--- config.mk ---
export PLATFORM = sky130hd
export DESIGN_NAME = keypad_scanner_4x4
export DESIGN_NICKNAME = d
export VERILOG_FILES = /design/src/rtl/keypad_scanner_4x4.sv
export SDC_FILE = /design/constraint.sdc
export NUM_CORES = 1
export LEC_CHECK = 0
export BUFFER_PORTS_ARGS = -buffer_cell sky130_fd_sc_hd__buf_2
export CAP_MARGIN = 30
export CORE_UTILIZATION = 30
export CTS_BUF_LIST = sky130_fd_sc_hd__clkbuf_16
export CTS_CLUSTER_DIAMETER = 150
export DETAILED_ROUTE_END_ITERATION = 16
export PLACE_DENSITY_LB_ADDON = 0.2
export SYNTH_ARGS = -nofsm -noshare
export SYNTH_HDL_FRONTEND = slang
export SYNTH_SLANG_ARGS = --single-unit
--- constraint.sdc ---
create_clock -name clk -period 10.75 [get_ports clk]
set_clock_uncertainty 0.1 [all_clocks]
set_input_delay 2.15 -clock clk [delete_from_list [all_inputs] [get_ports clk]]
set_output_delay 2.15 -clock clk [all_outputs]
set_load 0.05 [all_outputs]
--- src/rtl/keypad_scanner_4x4.sv ---
// keypad_scanner_4x4
// Scans a 4x4 active-low matrix keypad one column at a time, classifies each
// complete four-column scan as NONE or a single KEY, debounces whole scans and
// emits one key_valid pulse per accepted press.
//
// Handshake: key_valid is a one-clk strobe with no ready/back-pressure; key_code
// is valid in the same cycle as key_valid and holds until the next accepted press.
// key_held tracks the debounced pressed state.  fsm_state exposes the press FSM
// (0 = RELEASED, 1 = PRESSED) for observation.
module keypad_scanner_4x4 #(
    parameter int SCAN_DIV_W     = 13,
    parameter int DEBOUNCE_SCANS = 4
) (
    input  logic       clk,
    input  logic       clr,
    input  logic [3:0] row,
    output logic [3:0] col,
    output logic [3:0] key_code,
    output logic       key_valid,
    output logic       key_held,
    output logic       fsm_state
);

    typedef enum logic {
        RELEASED = 1'b0,
        PRESSED  = 1'b1
    } state_t;

    localparam logic [3:0] DB = 4'(DEBOUNCE_SCANS);

    // Prescaler and scan tick
    logic [SCAN_DIV_W-1:0] presc_q;
    logic                  tick;

    // Row synchronizer
    logic [3:0] row_meta;
    logic [3:0] row_sync;

    // Column walk and scan accumulator; acc_cnt_q saturates at 2 meaning "many"
    logic [1:0] col_idx_q;
    logic [1:0] acc_cnt_q;
    logic [3:0] acc_key_q;

    // Debounce history
    logic       prev_valid_q;
    logic [3:0] prev_key_q;
    logic [3:0] stable_q;

    // Combinational scan evaluation
    logic [3:0] col_lows;
    logic [2:0] col_n;
    logic [1:0] col_row;
    logic [2:0] acc_sum;
    logic [1:0] acc_cnt_new;
    logic [3:0] acc_key_new;
    logic       res_valid;
    logic [3:0] res_key;
    logic       same;
    logic [3:0] stable_new;
    logic       scan_done;

    // FSM
    state_t state_q;
    state_t state_d;
    logic   press_evt;
    logic   release_evt;

    // The tick strobes in the cycle where the prescaler sits at all-ones,
    // so the sampling edge is exactly the wrap edge.
    assign tick      = &presc_q;
    assign fsm_state = state_q;

    // Free-running prescaler
    always_ff @(posedge clk or posedge clr) begin
        if (clr) begin
            presc_q <= '0;
        end else begin
            presc_q <= presc_q + 1'b1;
        end
    end

    // Two-flop synchronizer for the asynchronous, pulled-up row lines
    always_ff @(posedge clk or posedge clr) begin
        if (clr) begin
            row_meta <= 4'hF;
            row_sync <= 4'hF;
        end else begin
            row_meta <= row;
            row_sync <= row_meta;
        end
    end

    // Classify the currently driven column and fold it into the scan result
    always_comb begin
        col_lows = ~row_sync;
        col_n    = {2'b00, col_lows[0]} + {2'b00, col_lows[1]}
                 + {2'b00, col_lows[2]} + {2'b00, col_lows[3]};
        col_row  = 2'd0;
        if (col_lows[3]) col_row = 2'd3;
        if (col_lows[2]) col_row = 2'd2;
        if (col_lows[1]) col_row = 2'd1;
        if (col_lows[0]) col_row = 2'd0;

        acc_sum     = {1'b0, acc_cnt_q} + col_n;
        acc_cnt_new = (acc_sum >= 3'd2) ? 2'd2 : acc_sum[1:0];
        acc_key_new = acc_key_q;
        if ((acc_cnt_q == 2'd0) && (col_n == 3'd1)) begin
            acc_key_new = {col_row, col_idx_q};
        end

        // Exactly one low row bit over the whole scan is a KEY; anything else is NONE
        res_valid = (acc_cnt_new == 2'd1);
        res_key   = acc_key_new;

        same = (res_valid == prev_valid_q) && (!res_valid || (res_key == prev_key_q));
        if (same) begin
            stable_new = (stable_q >= DB) ? DB : (stable_q + 4'd1);
        end else begin
            stable_new = 4'd1;
        end

        scan_done = tick && (col_idx_q == 2'd3);
    end

    // Column drive, accumulator and debounce history; all advance on tick only
    always_ff @(posedge clk or posedge clr) begin
        if (clr) begin
            col          <= 4'b1110;
            col_idx_q    <= 2'd0;
            acc_cnt_q    <= 2'd0;
            acc_key_q    <= 4'd0;
            prev_valid_q <= 1'b0;
            prev_key_q   <= 4'd0;
            stable_q     <= 4'd0;
        end else if (tick) begin
            col       <= {col[2:0], col[3]};
            col_idx_q <= col_idx_q + 2'd1;
            if (scan_done) begin
                acc_cnt_q    <= 2'd0;
                acc_key_q    <= 4'd0;
                prev_valid_q <= res_valid;
                prev_key_q   <= res_valid ? res_key : 4'd0;
                stable_q     <= stable_new;
            end else begin
                acc_cnt_q <= acc_cnt_new;
                acc_key_q <= acc_key_new;
            end
        end
    end

    // Press FSM state register
    always_ff @(posedge clk or posedge clr) begin
        if (clr) begin
            state_q <= RELEASED;
        end else begin
            state_q <= state_d;
        end
    end

    // Press FSM next state: decisions are taken only when a scan completes
    always_comb begin
        state_d     = state_q;
        press_evt   = 1'b0;
        release_evt = 1'b0;
        if (scan_done) begin
            case (state_q)
                RELEASED: begin
                    if (res_valid && (stable_new == DB)) begin
                        state_d   = PRESSED;
                        press_evt = 1'b1;
                    end
                end
                PRESSED: begin
                    // A different stable key while pressed is ignored until a
                    // debounced release has been seen.
                    if (!res_valid && (stable_new == DB)) begin
                        state_d     = RELEASED;
                        release_evt = 1'b1;
                    end
                end
                default: state_d = RELEASED;
            endcase
        end
    end

    // Registered key outputs; key_code survives release
    always_ff @(posedge clk or posedge clr) begin
        if (clr) begin
            key_code  <= 4'd0;
            key_valid <= 1'b0;
            key_held  <= 1'b0;
        end else begin
            key_valid <= press_evt;
            if (press_evt) begin
                key_code <= res_key;
                key_held <= 1'b1;
            end else if (release_evt) begin
                key_held <= 1'b0;
            end
        end
    end

endmodule

# Yosys cells after proc, flatten, opt, wreduce, memory -nomap -nowiden
# Index checks and enable logic that the tools add are counted.
dict set report totals {
  latchBits 0
  wordCells 63
  out_inout_bits 11
  register_bits 49
  ram_bits 0
  inputBits 6
  romBits 0
  n_memories 0
}
dict set report classes {
  addsub 7
  div 0
  n_reduce_logical 11
  shifts 0
  magnitude_cmp 2
  mux 21
  mul 0
  n_eq_ne 6
  n_bitwise 2
}
# op n
set op_table {}
lappend op_table {{two-way mux 4 bit} 5}
lappend op_table {{AND reduction 14 bit} 1}
lappend op_table {{adder 13 x 1 -> 13 bit (second input constant)} 1}
lappend op_table {{AND reduction 13 bit} 1}
lappend op_table {{two-way mux 2 bit} 6}
lappend op_table {{two-way mux 1 bit} 9}
lappend op_table {{logical AND 1 bit} 5}
lappend op_table {{adder 4 x 1 -> 4 bit (second input constant)} 1}
lappend op_table {{== test 4 x 3 -> 1 bit (second input constant)} 1}
lappend op_table {{== test 4 bit} 1}
lappend op_table {{>= comparator 4 x 3 -> 1 bit (second input constant)} 1}
lappend op_table {{NOT 4 bit} 1}
lappend op_table {{adder 2 x 1 -> 3 bit} 1}
lappend op_table {{adder 2 x 3 -> 3 bit} 1}
lappend op_table {{adder 3 x 1 -> 3 bit} 1}
lappend op_table {{== test 3 x 1 -> 1 bit (second input constant)} 1}
lappend op_table {{>= comparator 3 x 2 -> 1 bit (second input constant)} 1}
lappend op_table {{adder 1 x 1 -> 2 bit} 1}
lappend op_table {{adder 2 x 1 -> 2 bit (second input constant)} 1}
lappend op_table {{== test 2 x 1 -> 1 bit (second input constant)} 1}
lappend op_table {{== test 2 bit (second input constant)} 1}
lappend op_table {{logical NOT 2 bit} 1}
lappend op_table {{case mux 1 bit (2 select lines)} 1}
lappend op_table {{nonzero test 2 bit} 1}
lappend op_table {{other kinds (4)} 4}

# Depth between registers and ports, before layout
# Gate-level depths: netlist of the first run.
dict set report logic_depth {
  depth_word 19
  depth_mapped 11
  mapped_depth_nobuf 11
}

# Least setup slack after synthesis of the first run
# Ideal clock, no wire load.
dict set report synth_timing {
  path_type {reg-to-reg}
  startpoint {register row_sync[0]}
  endpoint {register key_code[0]}
  path_slack_ns 7.122
  t_required_ns 10.525
  t_arrival_ns 3.403
  synth_period_minus_slack_ns 3.628
  path_buffers 0
  setup_time_ns 0.125
  path_stages_with_launch 11
  path_cell_list {dfstp_2 > inv_1 > fa_1 > ha_1 > ha_1 > or3b_1 > nor3_2 > mux2i_1 > xor2_1 > nand4_4 > mux2_4}
}
dict set report synth_via {
  elab_chain_cells 17
  word_cells_on_any_way 23
  cone_classes {add/sub (4); order compare (1); eq/ne (5); mux (7); bitwise (1); reduce/logical (5)}
}
# item line
set synth_lines {}
lappend synth_lines {{from (decl)} 37} ;# logic [3:0] row_sync;
lappend synth_lines {{from (signal assigned)} 89} ;# row_sync <= row_meta;
lappend synth_lines {{NOT 4 bit *} 95} ;# col_lows = ~row_sync;
lappend synth_lines {{adder 1 x 1 -> 2 bit} 96} ;# col_n = {2'b00, col_lows[0]} + {2'b00, col_lows[1]}
lappend synth_lines {{adder 2 x 1 -> 3 bit} 97} ;# + {2'b00, col_lows[2]} + {2'b00, col_lows[3]};
lappend synth_lines {{adder 3 x 1 -> 3 bit} 97}
lappend synth_lines {{adder 2 x 3 -> 3 bit} 104} ;# acc_sum = {1'b0, acc_cnt_q} + col_n;
lappend synth_lines {{>= comparator 3 x 2 -> 1 bit} 105} ;# acc_cnt_new = (acc_sum >= 3'd2) ? 2'd2 : acc_sum[1:0];
lappend synth_lines {{two-way mux 2 bit} 105}
lappend synth_lines {{== test 2 x 1 -> 1 bit} 112} ;# res_valid = (acc_cnt_new == 2'd1);
lappend synth_lines {{logical NOT 1 bit} 115} ;# same = (res_valid == prev_valid_q) && (!res_valid || (res_key == prev_key_q));
lappend synth_lines {{logical OR 1 bit} 115}
lappend synth_lines {{logical AND 1 bit} 115}
lappend synth_lines {{two-way mux 4 bit} 116} ;# if (same) begin
lappend synth_lines {{== test 4 x 3 -> 1 bit} 168} ;# if (res_valid && (stable_new == DB)) begin
lappend synth_lines {{logical AND 1 bit} 168}
lappend synth_lines {{two-way mux 1 bit} 168}
lappend synth_lines {{two-way mux 1 bit} 166} ;# case (state_q)
lappend synth_lines {{two-way mux 1 bit} 165} ;# if (scan_done) begin
lappend synth_lines {{to (signal assigned)} 195} ;# key_code <= res_key;
lappend synth_lines {{to (decl)} 18} ;# output logic [3:0] key_code,
# Every way passes the cells marked *; elsewhere a longest branch is shown, timed or not.
# A chain may end at the register's enable or synchronous reset.

# Worst setup path after layout of the first run
dict set report layout_timing {
  startpoint {register row_sync[0]}
  endpoint {register key_code[1]}
}
# Same word-level chain as after synthesis.

==> impl_metrics.toml, run 1 <==
[status]
status = "finished, final reports clean"

[cts]
clk_pin_slew_ns = 0.07
tritoncts = "built"
root_buffer = "clkbuf_16"
clkLatencyLatePin_ns = 0.29
holdBufCountCts = 0
cts.repair.resized = 0
clockBufferDepth = 2
cts.sinks = 49
cts_htree_levels = 2
numCtsBuffers = 5
post_cts_buffers = 0

[pwr]
seq_power_share = 0.507
power_frac_clock = 0.416
power.leakage_uw = 0.001246
power.switching_uw = 88.52
max-vdd-ir-drop_mv = 0.08080
pwr-share-comb = 0.077
internal_power_uw = 282.1
p_sw_frac = 0.2389
p_per_area_nw_per_um2 = 137.8

[run]
cap_violations = 0

[critical_path]
crit_family = "adder cells"
arrival_ns = 3.97
end_kind = "flip-flop"
cp_common_cell = "ha_1"
worst-endpoint-required_ns = 10.82
slowest_stage = "dfstp_2"
r2r_slack_ns = 6.85
critPathLaunchType = "flip-flop"
cp_max_fo = 5
crit_type = "flip-flop to flip-flop"
crit_chain = "inv_1 > fa_1 > ha_1 > ha_1 > or3b_1 > nor3_2 > mux2i_1 > xor2_1 > nand4_4 > mux2_4"
reg2reg_depth = 10
slowest_delay_ns = 0.55
cp_num_buf_inv = 1
crit_cells = 10

[routing]
num_vias = 1522
wl_um = 4257
drc_errors = 0
wl_per_cell_um = 12.86
vias_per_cell = 4.598
ant_nets = 0
firstDrtPassIters = 4
detail_route.iter0.violations = 122

[logic_synthesis]
synth_seq_area_share = 0.5297
synth_area_sq_um = 2341
synthCells = 211
synth_ff_type = "dfrtp_1"
syn_avg_cell_area_sq_um = 11.09
yosysWarnings = 0
synth_seq_cells = 49
synthArstFlopShare = 1.000
synth_edf_count = 0
synth_cell_type_count = 46
synth_nets = 225

[final_layout]
nNetsFinal = 245
antennaDiodeCount = 0
drive_gt1_frac = 0.2155
syn_to_final_growth_pct = 14.86
final_area_sq_um = 2689
nFillCells = 744

[global_routing]
overflow = 0
antenna_found_initial = 0
track_usage = 0.1165
first_global_vias = 1517
grt_pass1_wl_um = 7541
grt_max_degree = 34

[sta]
max_slew_margin = 0.6375
fmax_mhz = 256.5
period_share = 0.3627
finalSetupViolCount = 0
rsz0062_at_grt = "no"
final.min_clock_period_ns = 3.899
finalMaxSlewViolations = 0
setup_tns_ns = 0
tightest_slew_ns = 0.5425
hold_viol = 0
whs_ns = 0.2554
worst_slack_ns = 6.851

[floorplanning]
start_util = 0.3160
core_area_sq_um = 7408
die_area_sq_um = 8160
io_pins = 17
die_y_um = 90.34
rows = 31
fp.dieW_um = 90.34

[place]
place_ws_ns = 6.837
port_buffers = 16
place_congestion = 0.7998
place_area_sq_um = 2541
dp_hpwl_um = 3117

[worst_hold_path]
min_path_cells = 0
hold_class = "flip-flop to flip-flop"
==> logic make-up after synthesis <==
logic type                 synth area share
DFF                                  0.5297
adders and majority gates           0.04917
and+or+nand+nor                      0.1983
xor gates and xnor gates            0.05612
buffers and inverters               0.02939
AOI/OAI and AO/OA                    0.1117
muxes                               0.02566
==> synth_stat cells (2+ instances only) <==
cell type,number,share of area
dfrtp_1,38,0.41
mux2i_1,3,0.013
a21oi_1,3,0.0064
nand4_1,4,0.011
dfstp_2,11,0.12
inv_1,12,0.019
nand2_1,42,0.067
xnor2_1,6,0.022
ha_1,6,0.032
fa_1,2,0.017
o31a_1,2,0.0075
nor3_1,5,0.011
nor2_1,9,0.014
clkbuf_1,2,0.0032
nand3_1,6,0.013
a22o_1,2,0.0075
nand3_2,2,0.0086
nand2b_1,5,0.013
and2_1,3,0.0080
xor2_1,9,0.034
mux2_4,2,0.013
or3_1,2,0.0053
o21ai_1,6,0.013
o31ai_1,7,0.022
==> power groups by stage <==
stage	Combinational [uW]	Sequential [uW]	Clock, uW
6_report	28.5	188	154
5_1_grt	32.2	188	166
4_1_cts	29.4	188	160
3_5_place_dp	29.2	191	0
3_3_place_gp	27.8	191	0
2_1_floorplan	22.6	191	0
==> layer usage <==
metal | share of wire | vias up | routed length, um | global-route usage
li1 | - | 766 | - | -
met1 | 0.53 | 722 | 2251 | 0.1743
met2 | 0.42 | 30 | 1807 | 0.1667
met3 | 0.034 | 4 | 145 | 0.02525
met4 | 0.012 | 0 | 53 | 0.03629
met5 | 0 | - | 0 | 0
==> cell usage in the layout (no fill, tap or decap), types with 2 or more instances in the layout <==
master,count
ha_1,6
a22o_1,2
inv_1,11
nand3_2,2
o31ai_1,7
clkbuf_16,5
and2_1,3
nor2_1,9
xnor2_1,6
nand3_1,6
a21oi_1,3
dfstp_2,11
nand4_1,4
dfrtp_1,38
fa_1,2
xor2_1,9
clkinvlp_4,3
or3_1,2
o31a_1,2
mux2i_1,3
buf_2,16
nor3_1,5
nand2b_1,5
nand2_1,42
mux2_4,2
o21ai_1,6
==> state kept, by name (all words and copies together) (netlist names), 2 cells and up, named ones only <==
| signal | flops |
|---|---|
| col_idx_q | 2 |
| prev_key_q | 4 |
| key_code | 4 |
| col | 4 |
| row_meta | 4 |
| row_sync | 4 |
| stable_q | 4 |
| acc_key_q | 4 |
| acc_cnt_q | 2 |
| presc_q | 13 |
==> path summary, 6_finish.rpt <==
check,from,to
setup / recovery,row_sync[0],key_code[1]
hold / removal,row_meta[0],row_sync[0]
setup reg to reg,row_sync[0],key_code[1]
hold reg to reg,row_meta[0],row_sync[0]
max in group asynchronous,clr,col[3]
min in group asynchronous,clr,prev_key_q[3]
==> per-stage QoR <==
stage / power (uW) / utilization / instances
finish: 370.6 / 0.3629 / 331
global route: 386.6 / 0.3629 / 331
CTS: 377.3 / 0.3629 / 331
detailed placement: 220.5 / 0.3430 / 323
global placement: 219.1 / 0.3403 / 322
floorplan: 213.7 / - / 211
==> cell type report <==
class,count,area (sq um),share of cell area
multi-input combinational,146,1032,0.3839
timing repair buffer,17,100.1,0.03723
tap,99,123.9,0.04607
clock inverter,3,22.52,0.008376
inverter,12,45.04,0.01675
clock buffer,5,125.1,0.04653
sequential,49,1240,0.4611
No activity file was read; power rests on OpenSTA's default activity.
==> inputs of run 2 (changes only) <==
ABC_AREA = 1   (was unset)
clock period = 3.7 ns   (was 10.75 ns; I/O delays follow)
==> impl_metrics.toml, run 2 <==
[logic_synthesis]
synth_xor_area_frac = 0.04409
synth_seq_area_share = 0.5202
syn_avg_cell_area_sq_um = 9.572
synthAdderAreaFrac = 0.04829
synth_top_area_cell = "dfrtp_1"
synthSimpleGateAreaFrac = 0.2572
synth_seq_cells = 49
synth_top_area_frac = 0.3990
yosysWarnings = 0
synth_area_sq_um = 2384
synth_cell_type_count = 30
synthTopCellsByCount = "nand2_1 (50), dfrtp_1 (38), inv_1 (35)"
synthMuxAreaShare = 0
synthTopCellsByArea = "dfrtp_1 (40%), dfstp_2 (12%), nand2_1 (7.9%), inv_1 (5.5%), nand3_1 (5.2%)"
synth_ff_type = "dfrtp_1"
synthCells = 249
synth_compound_area_frac = 0.06719
synth_edf_count = 0
synth_nets = 263
synthArstFlopShare = 1.000
yosys.cell_count.top_type = "nand2_1"
synth_top_family_by_area = "simple AND/OR/NAND/NOR gates"

[global_routing]
track_usage = 0.1168
grt_pass1_wl_um = 7590
antenna_found_initial = 0
overflow = 0
first_global_vias = 1603
grt_max_degree = 42

[status]
status = "finished with violations"
violations = "design-rule violations"

[critical_path]
slowest_stage = "dfstp_2"
end_kind = "flip-flop"
crit_type = "flip-flop to flip-flop"
worst-endpoint-required_ns = 3.77
critPathLaunchType = "flip-flop"
crit_chain = "inv_1 > fa_1 > ha_1 > ha_1 > fa_1 > inv_1 > nand4_2 > nor2_1 > nand2_1 > nor2_1 > nand3_1 > nand2_4 > nand4_4 > o21bai_1 > nand2_1"
slowest_delay_ns = 0.52
arrival_ns = 3.51
cp_max_fo = 7

[run]
cap_violations = 0

[cts]
root_buffer = "clkbuf_16"
numCtsBuffers = 5
clk_pin_slew_ns = 0.06
clockBufferDepth = 2
cts_htree_levels = 2
clkLatencyLatePin_ns = 0.28
tritoncts = "built"
cts.sinks = 49
cts.repair.resized = 0
holdBufCountCts = 0
post_cts_buffers = 0

[sta]
final.min_clock_period_ns = 3.438
max_slew_margin = 0.6342
tightest_slew_ns = 0.5466
rsz0062_at_grt = "no"
fmax_mhz = 290.9
finalSetupViolCount = 0
hold_viol = 0
setup_tns_ns = 0
period_share = 0.9292
finalMaxSlewViolations = 0

[routing]
wl_per_cell_um = 11.36
wl_um = 4247
vias_per_cell = 4.444
drc_errors = 1
num_vias = 1662
firstDrtPassIters = 10
ant_nets = 0
detail_route.iter0.violations = 101

[floorplanning]
die_area_sq_um = 8306
fp.dieW_um = 91.14
io_pins = 17
core_area_sq_um = 7687
start_util = 0.3101
rows = 32
die_y_um = 91.14

[pwr]
max-vdd-ir-drop_mv = 0.1936
p_per_area_nw_per_um2 = 389.7
power.leakage_uw = 0.001394

[place]
place_congestion = 0.7732
port_buffers = 16
dp_hpwl_um = 3167
place_area_sq_um = 2608

[final_layout]
antennaDiodeCount = 0
nNetsFinal = 285
syn_to_final_growth_pct = 15.17
multi_input_area_sq_um = 993.5
final_common_cell = "nand2_1"
drive_gt1_frac = 0.1985
final_cell_mix = "nand2_1 (50), dfrtp_1 (38), inv_1 (34)"
regMostFlops = "presc_q"
seqCellArea_sq_um = 1240
largest_reg_flops = 13
nFillCells = 811
final_area_sq_um = 2745

[worst_hold_path]
hold_class = "input port to asynchronous set/reset pin"
## run 2: metal layers
metal / track usage / up-vias / share of wire
li1: - / 847 / -
met1: 0.1649 / 783 / 0.50
met2: 0.1723 / 26 / 0.44
met3: 0.02596 / 6 / 0.042
met4: 0.04762 / 0 / 0.017
met5: 0 / - / 0
## run 2: power breakdown
group	switching, uW	leakage [uW]	internal (uW)	total [uW]
logic	66.0	0.000693	28.0	94.0
registers	2.02	0.000632	544	546
clock network	185	0.0000687	245	430
## run 2: worst max-delay path: cells and delay by family, from the launching register on
kind,cells,cell delay (ns)
adder cells (fa/ha/maj),4,1.47
AND/OR/NAND/NOR,8,0.93
AO/OA/AOI/OAI,1,0.16
buffers and inverters,2,0.15
flip-flops,1,0.52
## run 2: cell families after synthesis
logic type	count (synthesis)
XOR/XNOR	12
flip-flops	49
adder cells (fa/ha/maj)	8
buffers and inverters	40
AND/OR/NAND/NOR	111
AO/OA/AOI/OAI	29
## run 2: per-stage QoR
step	util	std cells	hold WS [ns]	power [uW]	setup slack, ns
finish	0.3571	374	0.2559	1070	0.2620
global route	0.3571	374	0.2631	1127	0.00009637
CTS	0.3571	374	0.2568	1093	0.2264
detailed placement	0.3392	366	0.2476	651.9	0.2439
global placement	0.3366	365	0.2463	648.1	0.3036
floorplan	-	249	0.2452	625.2	0.4554
## run 2: path summary, 6_finish.rpt
path	from	end	slack (ns)	cells after the start
worst max-delay path	row_sync[0]	key_code[1]	0.26	15
worst min-delay path	clr	presc_q[9]	0.26	2
worst max register to register	row_sync[0]	key_code[1]	0.26	15
worst min register to register	row_meta[2]	row_sync[2]	0.26	0
max in group asynchronous	clr	row_meta[0]	2.71	3
min in group clk	row_meta[2]	row_sync[2]	0.26	0
## run 2: cell type report
type / count / share of cell area
Clock buffer: 5 / 0.04558
Clock inverter: 3 / 0.004558
Sequential cell: 49 / 0.4517
Tap cell: 102 / 0.04649
Inverter: 37 / 0.05059
Timing Repair Buffer: 18 / 0.03920
Multi-Input combinational cell: 160 / 0.3619
